<file path="src/rtl/fir_ctrl.sv">
// fir_ctrl: sequencer for a 3-tap FIR datapath with one shared multiplier.
// Optional flush of the tap delay line is enabled by defining FIR_CTRL_FLUSH_EN.
`default_nettype none

module fir_ctrl #(
    parameter int CNT_WIDTH = 16
) (
    input  logic                 clk,
    input  logic                 rst,
    input  logic                 in_valid,
    output logic                 in_ready,
    output logic                 out_valid,
    input  logic                 out_ready,
    input  logic                 flush,
    output logic                 ld_x,
    output logic                 clr_acc,
    output logic                 ld_acc,
    output logic [1:0]           mac_sel,
    output logic                 ld_delay,
    output logic                 clr_taps,
    output logic                 busy,
    output logic [CNT_WIDTH-1:0] sample_cnt
);

    typedef enum logic [2:0] {
        S_IDLE  = 3'd0,
        S_MAC0  = 3'd1,
        S_MAC1  = 3'd2,
        S_MAC2  = 3'd3,
        S_OUT   = 3'd4,
        S_FLUSH = 3'd5
    } state_t;

    state_t                 state_q, state_d;
    logic [CNT_WIDTH-1:0]   cnt_q, cnt_d;
    logic                   flush_req;

`ifdef FIR_CTRL_FLUSH_EN
    assign flush_req = flush;
`else
    logic unused_flush;
    assign unused_flush = flush;
    assign flush_req    = 1'b0;
`endif

    always_comb begin
        state_d   = state_q;
        cnt_d     = cnt_q;
        in_ready  = 1'b0;
        out_valid = 1'b0;
        ld_x      = 1'b0;
        clr_acc   = 1'b0;
        ld_acc    = 1'b0;
        mac_sel   = 2'd0;
        ld_delay  = 1'b0;
        clr_taps  = 1'b0;
        case (state_q)
            S_IDLE: begin
                // IDLE enables are input-driven, so they are masked while rst is high
                if (flush_req) begin
                    state_d = S_FLUSH;
                end else begin
                    in_ready = 1'b1;
                    if (in_valid && !rst) begin
                        ld_x    = 1'b1;
                        clr_acc = 1'b1;
                        state_d = S_MAC0;
                    end
                end
            end
            S_MAC0: begin
                ld_acc  = 1'b1;
                mac_sel = 2'd0;
                state_d = S_MAC1;
            end
            S_MAC1: begin
                ld_acc  = 1'b1;
                mac_sel = 2'd1;
                state_d = S_MAC2;
            end
            S_MAC2: begin
                ld_acc  = 1'b1;
                mac_sel = 2'd2;
                state_d = S_OUT;
            end
            S_OUT: begin
                out_valid = 1'b1;
                if (out_ready) begin
                    ld_delay = 1'b1;
                    cnt_d    = cnt_q + CNT_WIDTH'(1);
                    state_d  = S_IDLE;
                end
            end
`ifdef FIR_CTRL_FLUSH_EN
            S_FLUSH: begin
                clr_taps = 1'b1;
                state_d  = S_IDLE;
            end
`endif
            default: state_d = S_IDLE;
        endcase
    end

    always_ff @(posedge clk or posedge rst) begin
        if (rst) begin
            state_q <= S_IDLE;
            cnt_q   <= '0;
        end else begin
            state_q <= state_d;
            cnt_q   <= cnt_d;
        end
    end

    assign busy       = (state_q != S_IDLE);
    assign sample_cnt = cnt_q;

endmodule

`default_nettype wire

</file>
<file path="config.mk">
export PLATFORM = sky130hd
export DESIGN_NAME = fir_ctrl
export DESIGN_NICKNAME = d
export VERILOG_FILES = /design/src/rtl/fir_ctrl.sv
export SDC_FILE = /design/constraint.sdc
export NUM_CORES = 1
export LEC_CHECK = 0
export CORE_UTILIZATION = 54
export DETAILED_ROUTE_END_ITERATION = 10
export DONT_BUFFER_PORTS = 1
export HOLD_SLACK_MARGIN = 0.03
export PLACE_DENSITY = 0.72
export RECOVER_POWER = 25
export SETUP_SLACK_MARGIN = 0.05
export SLEW_MARGIN = 0
export SYNTH_ARGS = -nofsm -noshare
export SYNTH_HDL_FRONTEND = slang
export SYNTH_SLANG_ARGS = --single-unit
</file>
<file path="constraint.sdc">
create_clock -name clk -period 1.5 [get_ports clk]
set_input_delay 0.225 -clock clk [delete_from_list [all_inputs] [get_ports clk]]
set_output_delay 0.225 -clock clk [all_outputs]
set_load 0.03 [all_outputs]
</file>
## After elaboration in Yosys (flattened, before gate mapping)

Cells that the tools add are included.

- Output and inout port bits: 26
- Input port bits: 5
- Logic and storage cells: 27
- Flip-flop bits (word level): 19

- Equal/unequal tests: 6
- Multiplexer cells: 11
- $add $sub $neg: 1
- Reductions and logical operators: 7

Operator list:

| operator | number |
|---|---|
| adder 16 x 1 -> 16 bit (second input constant) | 1 |
| one-hot mux 3 bit (5 select lines) | 1 |
| two-way mux 1 bit | 7 |
| == test 3 x 2 -> 1 bit (second input constant) | 2 |
| two-way mux 3 bit | 2 |
| inequality test 2 bit (second input constant) | 2 |
| one-hot mux 2 bit (2 select lines) | 1 |
| AND reduction 2 bit | 2 |
| == test 3 x 1 -> 1 bit (second input constant) | 1 |
| == test 3 bit (second input constant) | 1 |
| logical NOT 3 bit | 1 |
| nonzero test 3 bit | 1 |
| OR reduction 3 bit | 1 |
| logical AND 1 bit | 1 |
| logical NOT 1 bit | 1 |

## Logic depth before layout (Yosys ltp)

- Depth after elaboration: 4
- Depth in mapped cells: 7
- Depth with buffers taken out: 4

## Least setup slack after synthesis

No wires, ideal clock.

- Path type: register to output
- Start: register state_q[2]
- End: output port ld_x
- Slack: -0.572 ns
- Buffers on the path: 2
- Cell stages (with the launch flop): 6
- Required time: 1.275 ns
- Data arrival time: 1.847 ns
- Path through: dfrtp_1 -> buf_4 -> or3_1 -> inv_1 -> and3_1 -> buf_4

- Cells in the longest elaborated chain, start to end: 2

RTL lines:

| element | RTL line | source |
|---|---|---|
| from (decl) | 34 | `state_t state_q, state_d;` |
| from (signal assigned) | 109 | `state_q <= state_d;` |
| logical NOT 3 bit | -- |  |
| two-way mux 1 bit | -- |  |
| to (decl) | 15 | `output logic ld_x,` |

No other way between the ends.

## Worst setup path after layout

Same ends and word-level chain as after synthesis.

==> results.cfg <==
[run_status]
outcome = finished, violations left
failed_checks = design-rule violations, negative setup slack

[logic_synthesis]
ys_warn_count = 0
ys_seq_elements = 19
syn_area_per_cell_sq_um = 11.7
synth.distinct_cells = 27
synth_nets = 86
synthesis.area_sq_um = 938
yosysSeqAreaShare = 0.507
synthCells = 80

[worst_setup_path]
cp_data_arrival_time_ns = 1.47
slowest_stage = dfrtp_1
worstPathCellList = or3_4 > clkinv_4 > and3_4
worstPathRequired_ns = 1.27
slowest_delay_ns = 0.45
crit_family = simple AND/OR/NAND/NOR gates
critPathLaunchType = flop
path_buf_inv = 1
path_class = reg -> out
critical_path.max_fanout = 5
end_kind = output port

[placed_design]
routabilityCongestion = 0.770
dp_hpwl_mm = 1.28
portBuffers = 0

[layout]
postLayoutCoreUtil = 0.849
syn2layout_area_growth_pct = 41.1
finalNetCount = 119
fillerInstances = 76
layout-drive-gt1-share = 0.589
antennaDiodeCount = 0
final_cell_mix = 26 x buf_4, 16 x dfrtp_1, 9 x xnor2_1
layout_commonest_cell = buf_4

[drt]
firstDrtPassIters = 7
drt_wl_total_mm = 2.01
vias = 713
routed_via_density = 5.57
wl_per_cell_microns = 15.7
drtIter0Drc = 13
antenna_left = 0
drc_errors = 2

[floorplanning]
rows = 14
die_x_microns = 43.7
initial_core_util = 0.602
dieArea_sq_mm = 0.00191
die_h_microns = 43.7
ios = 31
fp.coreArea_sq_mm = 0.00156

[clock_tree]
cts_tree = built
clk_pin_slew_ns = 0.11
htree_levels = 1
clock-sinks = 19
numCtsBuffers = 3
clock_latency_ns = 0.30
clockBufferDepth = 2
clockRootBuffer = clkbuf_4

[power_and_ir_drop]
power_density_mw_per_mm2 = 1530
design_power_total_mw = 2.03
p_leak_nw = 0.697
peakVddDrop_mv = 1.56

[timing]
final-setup-viol-count = 18
fin_crit_sh = 1.13
clock.fmax_ghz = 0.592
worst_slack_ns = -0.191
fin_crit_ns = 1.69
clock_skew_ns = 0.00532
rsz0062_at_grt = true
tightest_slew_ns = 0.659
final_hold_viol_count = 0
slew-limit-headroom = 0.561
finalMaxSlewViolations = 0

[global_route]
grt_pass1_vias = 727
antenna_found_initial = 0
grt_pass1_wl_mm = 3.26
grt_start_max_net_pins = 13
grt_usage = 0.235
overflow = 0

[worst_hold_path]
worstHoldPathType = in -> reg

[flow_run]
cap_violations = 0
-- layout make-up --
type	instances	area, sq um	share of cell area
Multi-Input combinational cell	52	510	0.386
Sequential cell	19	479	0.362
Timing Repair Buffer	34	268	0.202
Clock buffer	3	22.5	0.0170
Tap cell	16	20.0	0.0151
Inverter	3	18.8	0.0142
Clock inverter	1	5.00	0.00378
-- synthesized netlist by cell type --
library cell	number	area [sq um]
nand3_1	4	20.0
xor2_1	2	17.5
and2_1	1	6.26
nor3b_1	1	7.51
buf_6	1	11.3
buf_4	4	30.0
ha_1	1	12.5
and4_1	2	17.5
nand3_2	1	10.0
nor3_1	1	5.00
and4_4	1	11.3
xnor2_1	12	105
nand4_4	2	42.5
nand2_1	7	26.3
a21oi_1	1	5.00
and4bb_1	1	12.5
mux2_2	1	11.3
conb_1	1	3.75
nor2_1	4	15.0
inv_1	3	11.3
nand4_1	1	6.26
buf_2	1	5.00
dfrtp_1	19	475
o22ai_1	1	6.26
and3_1	4	25.0
or3_1	1	6.26
xnor2_2	2	32.5
-- state kept, by name, summed over array words and instances, names as in the netlist --
signal and cells:
sample_cnt 16, state_q 3
-- kinds of logic (layout without fill, tap and decap cells) --
family                     count (synthesis)  count (layout)  share of synthesized area
adders and majority gates                  1               1                     0.0133
and+or+nand+nor                           31              31                      0.225
DFF                                       19              19                      0.507
other                                      1               1                    0.00400
buffers and inverters                      9              41                     0.0613
AOI/OAI and AO/OA                          2               2                     0.0120
xor gates and xnor gates                  16              16                      0.165
muxes                                      1               1                     0.0120
-- worst paths after layout --
check	from	to	slack, ns	cells after the start
hold / removal	in_valid	state_q[0]$_DFFE_PP0P_	0.13	2
setup / recovery	state_q[2]$_DFFE_PP0P_	ld_x	-0.19	3
hold reg to reg	state_q[2]$_DFFE_PP0P_	state_q[0]$_DFFE_PP0P_	0.55	1
max in group asynchronous	rst	sample_cnt[4]$_DFFE_PP0P_	0.45	3
setup reg to reg	state_q[1]$_DFFE_PP0P_	sample_cnt[15]$_DFFE_PP0P_	-0.14	5
min in group asynchronous	rst	state_q[0]$_DFFE_PP0P_	0.48	3
-- power by group --
part           switching [mW]  internal (mW)
clock network           0.163         0.0995
registers              0.0657          0.592
logic                   0.633          0.475
-- worst reg2reg max path, delay by kind of cell (launching register included) --
family	cells	cell delay, ns
flops	1	0.41
xor+xnor	1	0.16
simple gates	3	0.80
buf+inv	1	0.15
-- layer usage --
metal,global-route usage,share of wire,up-vias
li1,-,-,330
met1,0.314,0.41,356
met2,0.376,0.53,24
met3,0.0458,0.043,3
met4,0.0938,0.010,0
met5,0,0,-
-- per-stage QoR --
step | area, sq um | worst slack [ns] | std cells | hold WS [ns] | setup TNS (ns)
2_1_floorplan | 1000 | -0.159 | 80 | 0.193 | -0.491
3_3_place_gp | 1150 | 0.0247 | 115 | 0.166 | 0
3_5_place_dp | 1150 | 0.00863 | 115 | 0.171 | 0
4_1_cts | 1260 | -0.183 | 126 | 0.0417 | -0.861
5_1_grt | 1320 | -0.210 | 128 | 0.156 | -2.21
6_report | 1320 | -0.191 | 128 | 0.131 | -1.31
-- timing repair --
| action | CTS | global route |
|---|---|---|
| pin swaps | 13 | 3 |
| setup buffers | 6 | 1 |
| resized for setup | 8 | 11 |
| hold buffers | 1 | 1 |
| endpoints found under the setup margin | 10 | 24 |
| hold endpoints to repair | 19 | 1 |
(Power assumes the default switching activity.)
